$ cat src/rtl/adder_arbiter.sv
// rtl/adder_arbiter.sv - two-requester round-robin front end to one shared Brent-Kung adder
// Optional subtract support is enabled by defining ADDER_ARB_SUB_EN.

module BrentKung32Bit (
    input  logic [31:0] a,
    input  logic [31:0] b,
    input  logic        cin,
    output logic [31:0] s,
    output logic        cout
);

    logic [31:0] p;
    logic [31:0] gg;
    logic [31:0] pp;

    always_comb begin
        p  = a ^ b;
        gg = a & b;
        pp = p;
        // Carry-in is folded into bit 0 so every prefix group carries it.
        gg[0] = gg[0] | (pp[0] & cin);
        for (int d = 1; d < 32; d = d * 2) begin
            for (int i = 2 * d - 1; i < 32; i = i + 2 * d) begin
                gg[i] = gg[i] | (pp[i] & gg[i - d]);
                pp[i] = pp[i] & pp[i - d];
            end
        end
        for (int d = 8; d > 0; d = d / 2) begin
            for (int i = 3 * d - 1; i < 32; i = i + 2 * d) begin
                gg[i] = gg[i] | (pp[i] & gg[i - d]);
                pp[i] = pp[i] & pp[i - d];
            end
        end
        s    = p ^ {gg[30:0], cin};
        cout = gg[31];
    end

endmodule

module adder_arbiter #(
    parameter int CNT_W = 16
) (
    input  logic             clk,
    input  logic             rst,
    input  logic             req0_valid,
    output logic             req0_ready,
    input  logic [31:0]      req0_A,
    input  logic [31:0]      req0_B,
    input  logic             req0_Cin,
`ifdef ADDER_ARB_SUB_EN
    input  logic             req0_sub,
`endif
    input  logic             req1_valid,
    output logic             req1_ready,
    input  logic [31:0]      req1_A,
    input  logic [31:0]      req1_B,
    input  logic             req1_Cin,
`ifdef ADDER_ARB_SUB_EN
    input  logic             req1_sub,
`endif
    output logic             rsp_valid,
    input  logic             rsp_ready,
    output logic [31:0]      rsp_S,
    output logic             rsp_Cout,
    output logic             rsp_id,
    output logic [CNT_W-1:0] ops_done
);

    typedef enum logic {EMPTY = 1'b0, FULL = 1'b1} state_t;

    state_t      state;
    logic        last_gnt;
    logic        slot_free;
    logic        gnt0;
    logic        gnt1;
    logic        xfer;
    logic        pop;
    logic [31:0] op_a;
    logic [31:0] op_b;
    logic        op_cin;
    logic [31:0] sum;
    logic        sum_cout;

    assign rsp_valid = (state == FULL);
    assign slot_free = !rsp_valid || rsp_ready;
    assign pop       = rsp_valid && rsp_ready;

    // On a tie the requester that did not win last time goes first.
    assign gnt0 = req0_valid && (!req1_valid || last_gnt);
    assign gnt1 = req1_valid && (!req0_valid || !last_gnt);

    assign req0_ready = !rst && slot_free && gnt0;
    assign req1_ready = !rst && slot_free && gnt1;
    assign xfer       = req0_ready || req1_ready;

    always_comb begin
        op_a   = gnt1 ? req1_A   : req0_A;
        op_b   = gnt1 ? req1_B   : req0_B;
        op_cin = gnt1 ? req1_Cin : req0_Cin;
`ifdef ADDER_ARB_SUB_EN
        if (gnt1 ? req1_sub : req0_sub) begin
            op_b   = ~op_b;
            op_cin = 1'b1;
        end
`endif
    end

    BrentKung32Bit u_adder (
        .a    (op_a),
        .b    (op_b),
        .cin  (op_cin),
        .s    (sum),
        .cout (sum_cout)
    );

    always_ff @(posedge clk or posedge rst) begin
        if (rst) begin
            state    <= EMPTY;
            last_gnt <= 1'b1;
            rsp_S    <= '0;
            rsp_Cout <= 1'b0;
            rsp_id   <= 1'b0;
            ops_done <= '0;
        end else begin
            if (pop) begin
                ops_done <= ops_done + 1'b1;
            end
            if (xfer) begin
                state    <= FULL;
                rsp_S    <= sum;
                rsp_Cout <= sum_cout;
                rsp_id   <= req1_ready;
                last_gnt <= req1_ready;
            end else if (pop) begin
                state <= EMPTY;
            end
        end
    end

endmodule

$ cat config.mk
export PLATFORM = sky130hd
export DESIGN_NAME = adder_arbiter
export DESIGN_NICKNAME = d
export VERILOG_FILES = /design/src/rtl/adder_arbiter.sv
export SDC_FILE = /design/constraint.sdc
export NUM_CORES = 1
export LEC_CHECK = 0
export BUFFER_PORTS_ARGS = -buffer_cell sky130_fd_sc_hd__buf_2
export CAP_MARGIN = 10
export CORE_MARGIN = 4
export CORE_UTILIZATION = 45
export CTS_BUF_LIST = sky130_fd_sc_hd__clkbuf_2
export CTS_CLUSTER_SIZE = 40
export DETAILED_ROUTE_END_ITERATION = 7
export PLACE_DENSITY = 0.83
export SLEW_MARGIN = 20
export SYNTH_ARGS = -nofsm -noshare
export SYNTH_HDL_FRONTEND = slang
export SYNTH_SLANG_ARGS = --single-unit
$ cat constraint.sdc
create_clock -name clk -period 5.55 [get_ports clk]
set_input_delay 1.11 -clock clk [delete_from_list [all_inputs] [get_ports clk]]
set_output_delay 1.11 -clock clk [all_outputs]
set_load 0.01 [all_outputs]
==> results of run 1 <==
-- layout make-up --
class                      instances  area [sq um]  share of cell area
sequential                        52          1300               0.248
multi-input combinational        314          2680               0.510
timing repair buffer             190           958               0.182
clock inverter                     3          26.3             0.00500
clock buffer                       5          25.0             0.00476
tap                              108           135              0.0257
inverter                          34           129              0.0245
-- state kept, by name, summed over array words and instances, names as in the netlist --
register / count
rsp_Cout: 1
rsp_id: 1
rsp_S: 32
ops_done: 16
rsp_valid: 1
last_gnt: 1
-- stage by stage --
stage	instance area [sq um]	std cells	setup WS (ns)
3_3_place_gp	5200	698	0.796
2_1_floorplan	4140	413	0.664
6_report	5250	706	1.18
5_1_grt	5250	706	0.984
4_1_cts	5250	706	1.21
3_5_place_dp	5200	698	0.690
-- synthesized netlist by cell type, types with 2 or more instances --
cell | count | area share
a21o_1 | 9 | 0.016
a21oi_1 | 13 | 0.016
a21oi_2 | 2 | 0.0042
a311o_1 | 2 | 0.0048
a31oi_1 | 3 | 0.0045
and2_1 | 2 | 0.0030
and3_1 | 2 | 0.0030
and4_1 | 4 | 0.0085
buf_2 | 7 | 0.0085
clkbuf_1 | 6 | 0.0054
dfrtp_1 | 51 | 0.31
fa_1 | 17 | 0.082
ha_1 | 31 | 0.094
inv_1 | 34 | 0.031
mux2_2 | 57 | 0.15
mux2i_1 | 9 | 0.022
nand2_1 | 52 | 0.047
nand2b_1 | 2 | 0.0030
nand3_1 | 9 | 0.011
nand4_1 | 5 | 0.0076
nor2_1 | 9 | 0.0082
o21a_1 | 6 | 0.011
o21ai_0 | 34 | 0.041
xnor2_1 | 12 | 0.025
xor2_1 | 18 | 0.038
-- placed cells by master (no fill, tap or decap), types with 6 or more instances in the layout --
cell type,n
buf_2,187
o21a_1,6
mux2_2,57
dfrtp_1,51
nor2_1,9
a21o_1,9
mux2i_1,9
nand2_1,52
nand3_1,9
xor2_1,18
a21oi_1,13
inv_1,33
fa_1,17
o21ai_0,34
xnor2_1,12
ha_1,31
-- worst max-delay path by stage --
stage                                 end  slack [ns]  cells after the start        from
floorplan           rsp_S[30]$_DFFE_PP0P_        0.66                     14  req1_valid
global placement    rsp_S[30]$_DFFE_PP0P_        0.80                     13  req1_valid
detailed placement  rsp_S[26]$_DFFE_PP0P_        0.69                     13  req1_valid
CTS                 rsp_S[26]$_DFFE_PP0P_        1.21                     13  req1_valid
global route        rsp_S[14]$_DFFE_PP0P_        0.98                     13  req1_valid
finish              rsp_S[26]$_DFFE_PP0P_        1.18                     13  req1_valid
-- layer usage --
metal	track usage	part of all wire
met5	0	0
met4	0.0408	0.0091
met3	0.0397	0.063
met2	0.353	0.53
met1	0.208	0.39
-- power by group through the flow --
stage / Clock, mW / Combinational [mW] / Sequential [mW]
4_1_cts: 0.178 / 0.752 / 0.573
2_1_floorplan: 0 / 0.423 / 0.625
6_report: 0.168 / 0.739 / 0.570
3_3_place_gp: 0 / 0.716 / 0.573
3_5_place_dp: 0 / 0.750 / 0.581
5_1_grt: 0.189 / 0.842 / 0.586
-- kinds of logic after synthesis --
kind of cell,share of synthesized area
AO/OA/AOI/OAI,0.121
XOR/XNOR,0.0634
adder cells (fa/ha/maj),0.176
buffers and inverters,0.0447
flip-flops,0.314
multiplexers,0.177
AND/OR/NAND/NOR,0.104
==> run summary, run 1 <==
status - finished, final reports clean
Sw Ratio - 0.406
total congestion overflow - 0
Final min period - 4.37 ns
Worst Path Class, Setup - in -> reg
Hold WS - 0.511 ns
ys async rst share - 1.00
worst min path class - reg -> reg
slew margin rel. - 0.409
synthesized instance count - 413
P_sw - 0.600 mW
Worst-path clk slew - 0.30 ns
Filler Cells Inserted - 799
via/cell ratio - 5.13
clock sinks - 52
endpoints failing setup - 0
Clock power frac - 0.114
number of flops mapped to enable cells by yosys - 0
Worst Hold Path EP - ops_done[15]$_DFFE_PP0P_
CTS tree - built
post-synthesis sequential area ratio - 0.314
Post-Syn Area per Cell - 10.0 sq um
routed length per instance - 14.4 um
Most Frequent Cell on Critical Path - fa_1
Gate power share - 0.500
Final Max Tran Viols - 0
register share of total power - 0.386
CTS Buffer Depth - 2
hold buffers post-CTS - 0
Core Area - 0.00885 sq mm
post-route antenna net violation count - 0
Slew @ Worst Pin - 0.886 ns
total negative setup slack - 0 ns
H-tree depth - 2
Top FF cell, synth - dfrtp_1
Starting Density - 0.468
crit path DAT - 4.78 ns
Post-Syn Nets - 596
Starting DRT DRC Count - 95
largest net degree at the start of global routing - 62
final cycle utilization of the critical path - 0.787
Ys Warns - 0
diode count - 0
ratio of cells with drive above 1 in the final layout - 0.445
vias in the first global route - 3801
CTS resizes - 0
port buffer count - 187
Final Power - 1.48 mW
Setup Fix Bufs, Post-CTS - 0
initial antenna violation count - 0
CP max stage delay - 0.44 ns
Pre-Repair DR Iteration Count - 4
crit-path cells - buf_2 > a21boi_4 > mux2_2 > fa_1 > fa_1 > a211o_1 > a211oi_2 > or4_4 > nand4b_4 > a311o_1 > a21oi_2 > fa_1 > o21ai_0
first-pass GRT wire length - 17000 um
Synth Cell Area - 0.00414 sq mm
maximum fanout along the worst path - 6
CTS buffer count - 5
CP Capture Type - flip-flop
origin of the critical flop-to-flop path - last_gnt$_DFFE_PP1P_
die area - 0.0108 sq mm
RSZ-0062 raised after global routing - no
worst r2r path cells - 12
Critical Path Slowest Stage Cell - fa_1
DRT Wirelength - 10200 um
std cell rows - 34
total number of vias - 3624
Post-route DRC - 0
Final Hold Fails - 0
total global routing track utilization - 0.184
#FFs+latches synth - 52
post-DP HPWL - 8620 um
Top delay family on crit path - compound AO/OA/AOI/OAI gates
net count reported at finish - 780
CP required - 5.96 ns
clk_skew - 0.0234 ns
GPL Wtd Cong - 0.832
die width - 104 um
hold path startpoint - ops_done[15]$_DFFE_PP0P_
FMAX - 229 MHz
die span in y - 104 um
P_leak - 2.79 nW
clock latency on the worst-skew pair - 0.45 ns
Yosys cell types - 42
Util after Layout - 0.594
flop2flop setup slack - 1.58 ns
maximum vdd drop - 0.135 mV
area delta synth->final - 26.8%
CP Launch Type - input pin
R2R Path End - rsp_S[26]$_DFFE_PP0P_
CTS Root Cell - clkbuf_2
Min-Delay Path Depth - 1
IO Count - 188
Internal - 0.877 mW
CP bufs+invs - 1
max cap viols - 0
power density cells - 281 mW/mm^2
No activity file was read; power rests on OpenSTA's default activity.
==> run 2, diff against run 1 <==
--- a/config.mk
+++ b/config.mk
@@ -8,11 +8,11 @@
 export BUFFER_PORTS_ARGS = -buffer_cell sky130_fd_sc_hd__buf_2
 export CAP_MARGIN = 10
 export CORE_MARGIN = 4
-export CORE_UTILIZATION = 45
+export CORE_UTILIZATION = 44
 export CTS_BUF_LIST = sky130_fd_sc_hd__clkbuf_2
 export CTS_CLUSTER_SIZE = 40
 export DETAILED_ROUTE_END_ITERATION = 7
-export PLACE_DENSITY = 0.83
+export PLACE_DENSITY = 0.85
 export SLEW_MARGIN = 20
 export SYNTH_ARGS = -nofsm -noshare
 export SYNTH_HDL_FRONTEND = slang
==> constraint.sdc (replaced) <==
create_clock -name clk -period 3.81 [get_ports clk]
set_input_delay 0.762 -clock clk [delete_from_list [all_inputs] [get_ports clk]]
set_output_delay 0.762 -clock clk [all_outputs]
set_load 0.01 [all_outputs]
==> run 2 against run 1 <==
  * Sequential power is 46% higher
  * Sequential share of layout area down 1.9 points
  * First-iteration DRC count rose by 12%
  * Largest power group unchanged
  * Via count up 9.0%
  * Non-clock buffer count up 47
  * Largest cell class unchanged
  * Hold slack worse by 0.10 ns
  * Design area up 8.3%
  * Die area is 2.1% higher
==> run summary, run 2 (synthesis results as in run 1) <==
setup ws final - 0.0864 ns (-1.10 ns)
Final Max Tran Viols - 0 (unchanged)
clock sinks - 52 (unchanged)
IO Count - 188 (unchanged)
initial antenna violation count - 1 (+1)
CTS tree - built
crit-path cells - a21boi_4 > mux2_4 > fa_2 > fa_2 > a211o_1 > a211oi_2 > or4_4 > nand4b_4 > a311o_1 > a21oi_2 > fa_1 > o21ai_1
CTS buffer count - 5 (unchanged)
Final min period - 3.72 ns
Multi-input gate area - 0.00271 sq mm (+1.2%)
Seq. cell area - 0.00130 sq mm (unchanged)
max cap viols - 0 (unchanged)
total global routing track utilization - 0.210 (+0.0252)
Final Power - 2.32 mW (+57%)
first-pass GRT wire length - 19100 um (+12%)
met2 usage - 0.396 (+0.0431)
Starting DRT DRC Count - 106 (+12%)
final cycle utilization of the critical path - 0.977
Most Frequent Cell on Critical Path - fa_2
power density cells - 408 mW/mm^2 (+45%)
worst r2r path cells - 12 (unchanged)
Final Hold Fails - 0 (unchanged)
Worst Path Class, Setup - reg -> reg
total congestion overflow - 0 (unchanged)
CP required - 4.22 ns (-1.74 ns)
Pre-Repair DR Iteration Count - 4 (unchanged)
total negative setup slack - 0 ns (unchanged)
Top reg by flops - rsp_S
via/cell ratio - 5.22 (+1.8%)
GR Util met1 - 0.240 (+0.0315)
net count reported at finish - 827 (+6.0%)
post-route antenna net violation count - 0 (unchanged)
die width - 105 um (+1.0%)
CP Capture Type - flip-flop
RSZ-0062 raised after global routing - yes
endpoints failing setup - 0 (unchanged)
commonest non-fill, non-tap cell in the layout - buf_2
Place WS - -0.572 ns (-1.26 ns)
busiest layer in global routing - met2
slew margin rel. - 0.388 (-0.0208)
clk_skew - 0.0252 ns (+0.00180 ns)
maximum vdd drop - 0.170 mV (+25%)
diode count - 0 (unchanged)
Critical Path Slowest Stage Cell - dfstp_2
Largest regs - rsp_S (32), ops_done (16)
FMAX - 269 MHz
post-DP HPWL - 9630 um (+12%)
max FFs per register - 32 (unchanged)
CP max stage delay - 0.45 ns (about the same)
Setup crit start - last_gnt$_DFFE_PP1P_
die span in y - 105 um (+1.0%)
Worst-path clk slew - 0.31 ns (about the same)
ratio of cells with drive above 1 in the final layout - 0.493 (+0.0482)
R2R Path End - rsp_S[26]$_DFFE_PP0P_
Setup crit end - rsp_S[26]$_DFFE_PP0P_
Stages on worst setup path - 12 (-1)
CP Launch Type - flip-flop
Final Instance Area - 0.00569 sq mm (+8.3%)
Top delay family on crit path - compound AO/OA/AOI/OAI gates
die area - 0.0110 sq mm (+2.1%)
status - finished, final reports clean
GPL Wtd Cong - 0.847 (+1.8%)
Post-route DRC - 0 (unchanged)
maximum fanout along the worst path - 5 (-1)
port buffer count - 187 (unchanged)
M3 GR Usage - 0.0389 (-0.000814)
hold buffers post-CTS - 0 (unchanged)
area delta synth->final - 37.4%
vias in the first global route - 4134 (+8.8%)
P_leak - 3.05 nW (+9.4%)
worst min path class - in -> async
Filler Cells Inserted - 791 (-1.0%)
Slew @ Worst Pin - 0.918 ns (+0.0323 ns)
flop2flop setup slack - 0.09 ns (-1.49 ns)
Hold WS - 0.407 ns (-0.103 ns)
largest net degree at the start of global routing - 53 (-15%)
H-tree depth - 2 (unchanged)
CTS Root Cell - clkbuf_2
routed length per instance - 15.4 um (+6.9%)
commonest non-fill, non-tap cells in the layout - 187 x buf_2, 54 x mux2_2, 52 x nand2_1
Core Area - 0.00920 sq mm (+3.9%)
CP bufs+invs - 0 (-1)
Starting Density - 0.450 (-0.0177)
placed instance area - 0.00556 sq mm (+7.0%)
total number of vias - 3949 (+9.0%)
std cell rows - 35 (+2.9%)
origin of the critical flop-to-flop path - last_gnt$_DFFE_PP1P_
clock latency on the worst-skew pair - 0.46 ns (about the same)
DRT Wirelength - 11700 um (+14%)
CTS Buffer Depth - 2 (unchanged)
crit path DAT - 4.13 ns (-0.65 ns)
## run 2: cell types whose count changed in the layout (fill, tap and decap cells not counted), sizes merged
cell / delta
buf: +46
bufbuf: +1
inv: -1
clkinvlp: +1
## run 2: final cells by class
cell class                      count  area share
Timing Repair Buffer              237       0.239
Clock buffer                        5     0.00440
Multi-Input combinational cell    314       0.476
Inverter                           34      0.0226
Tap cell                          111      0.0244
Sequential cell                    52       0.229
Clock inverter                      3     0.00484
## run 2: worst min path at each step
stage	startpoint	to	slack, ns	depth (start not counted)
after global routing	rst	rsp_valid$_DFFE_PP0P_	0.46	2
after floorplan	ops_done[15]$_DFFE_PP0P_	ops_done[15]$_DFFE_PP0P_	0.51	1
after CTS	ops_done[15]$_DFFE_PP0P_	ops_done[15]$_DFFE_PP0P_	0.52	1
after detailed placement	rsp_S[5]$_DFFE_PP0P_	rsp_S[5]$_DFFE_PP0P_	0.47	2
final	rst	ops_done[5]$_DFFE_PP0P_	0.41	2
after global placement	rsp_id$_DFFE_PP0P_	rsp_id$_DFFE_PP0P_	0.45	1
## run 2: per-layer routing
| metal | share of wire | vias to the layer above |
|---|---|---|
| met5 | 0.0011 | - |
| li1 | - | 1887 |
| met1 | 0.40 | 1890 |
| met4 | 0.017 | 2 |
| met2 | 0.53 | 149 |
| met3 | 0.058 | 21 |
## run 2: through the flow
stage,instances,util
final,756,0.619
after CTS,755,0.618
after detailed placement,744,0.605
after floorplan,413,-
after global routing,756,0.619
after global placement,744,0.605
## run 2: power breakdown
part           internal [mW]  total (mW)  switching (mW)
Clock                 0.0514       0.252           0.200
Combinational          0.624        1.23           0.611
Sequential             0.719       0.835           0.116
## run 2: repair_timing
item | CTS | global route
gates resized for setup | 4 | 2
pin swaps | 7 | 5
cloned | 1 | 0
endpoints found under the setup margin | 3 | 8
buffers inserted | 2 | 1
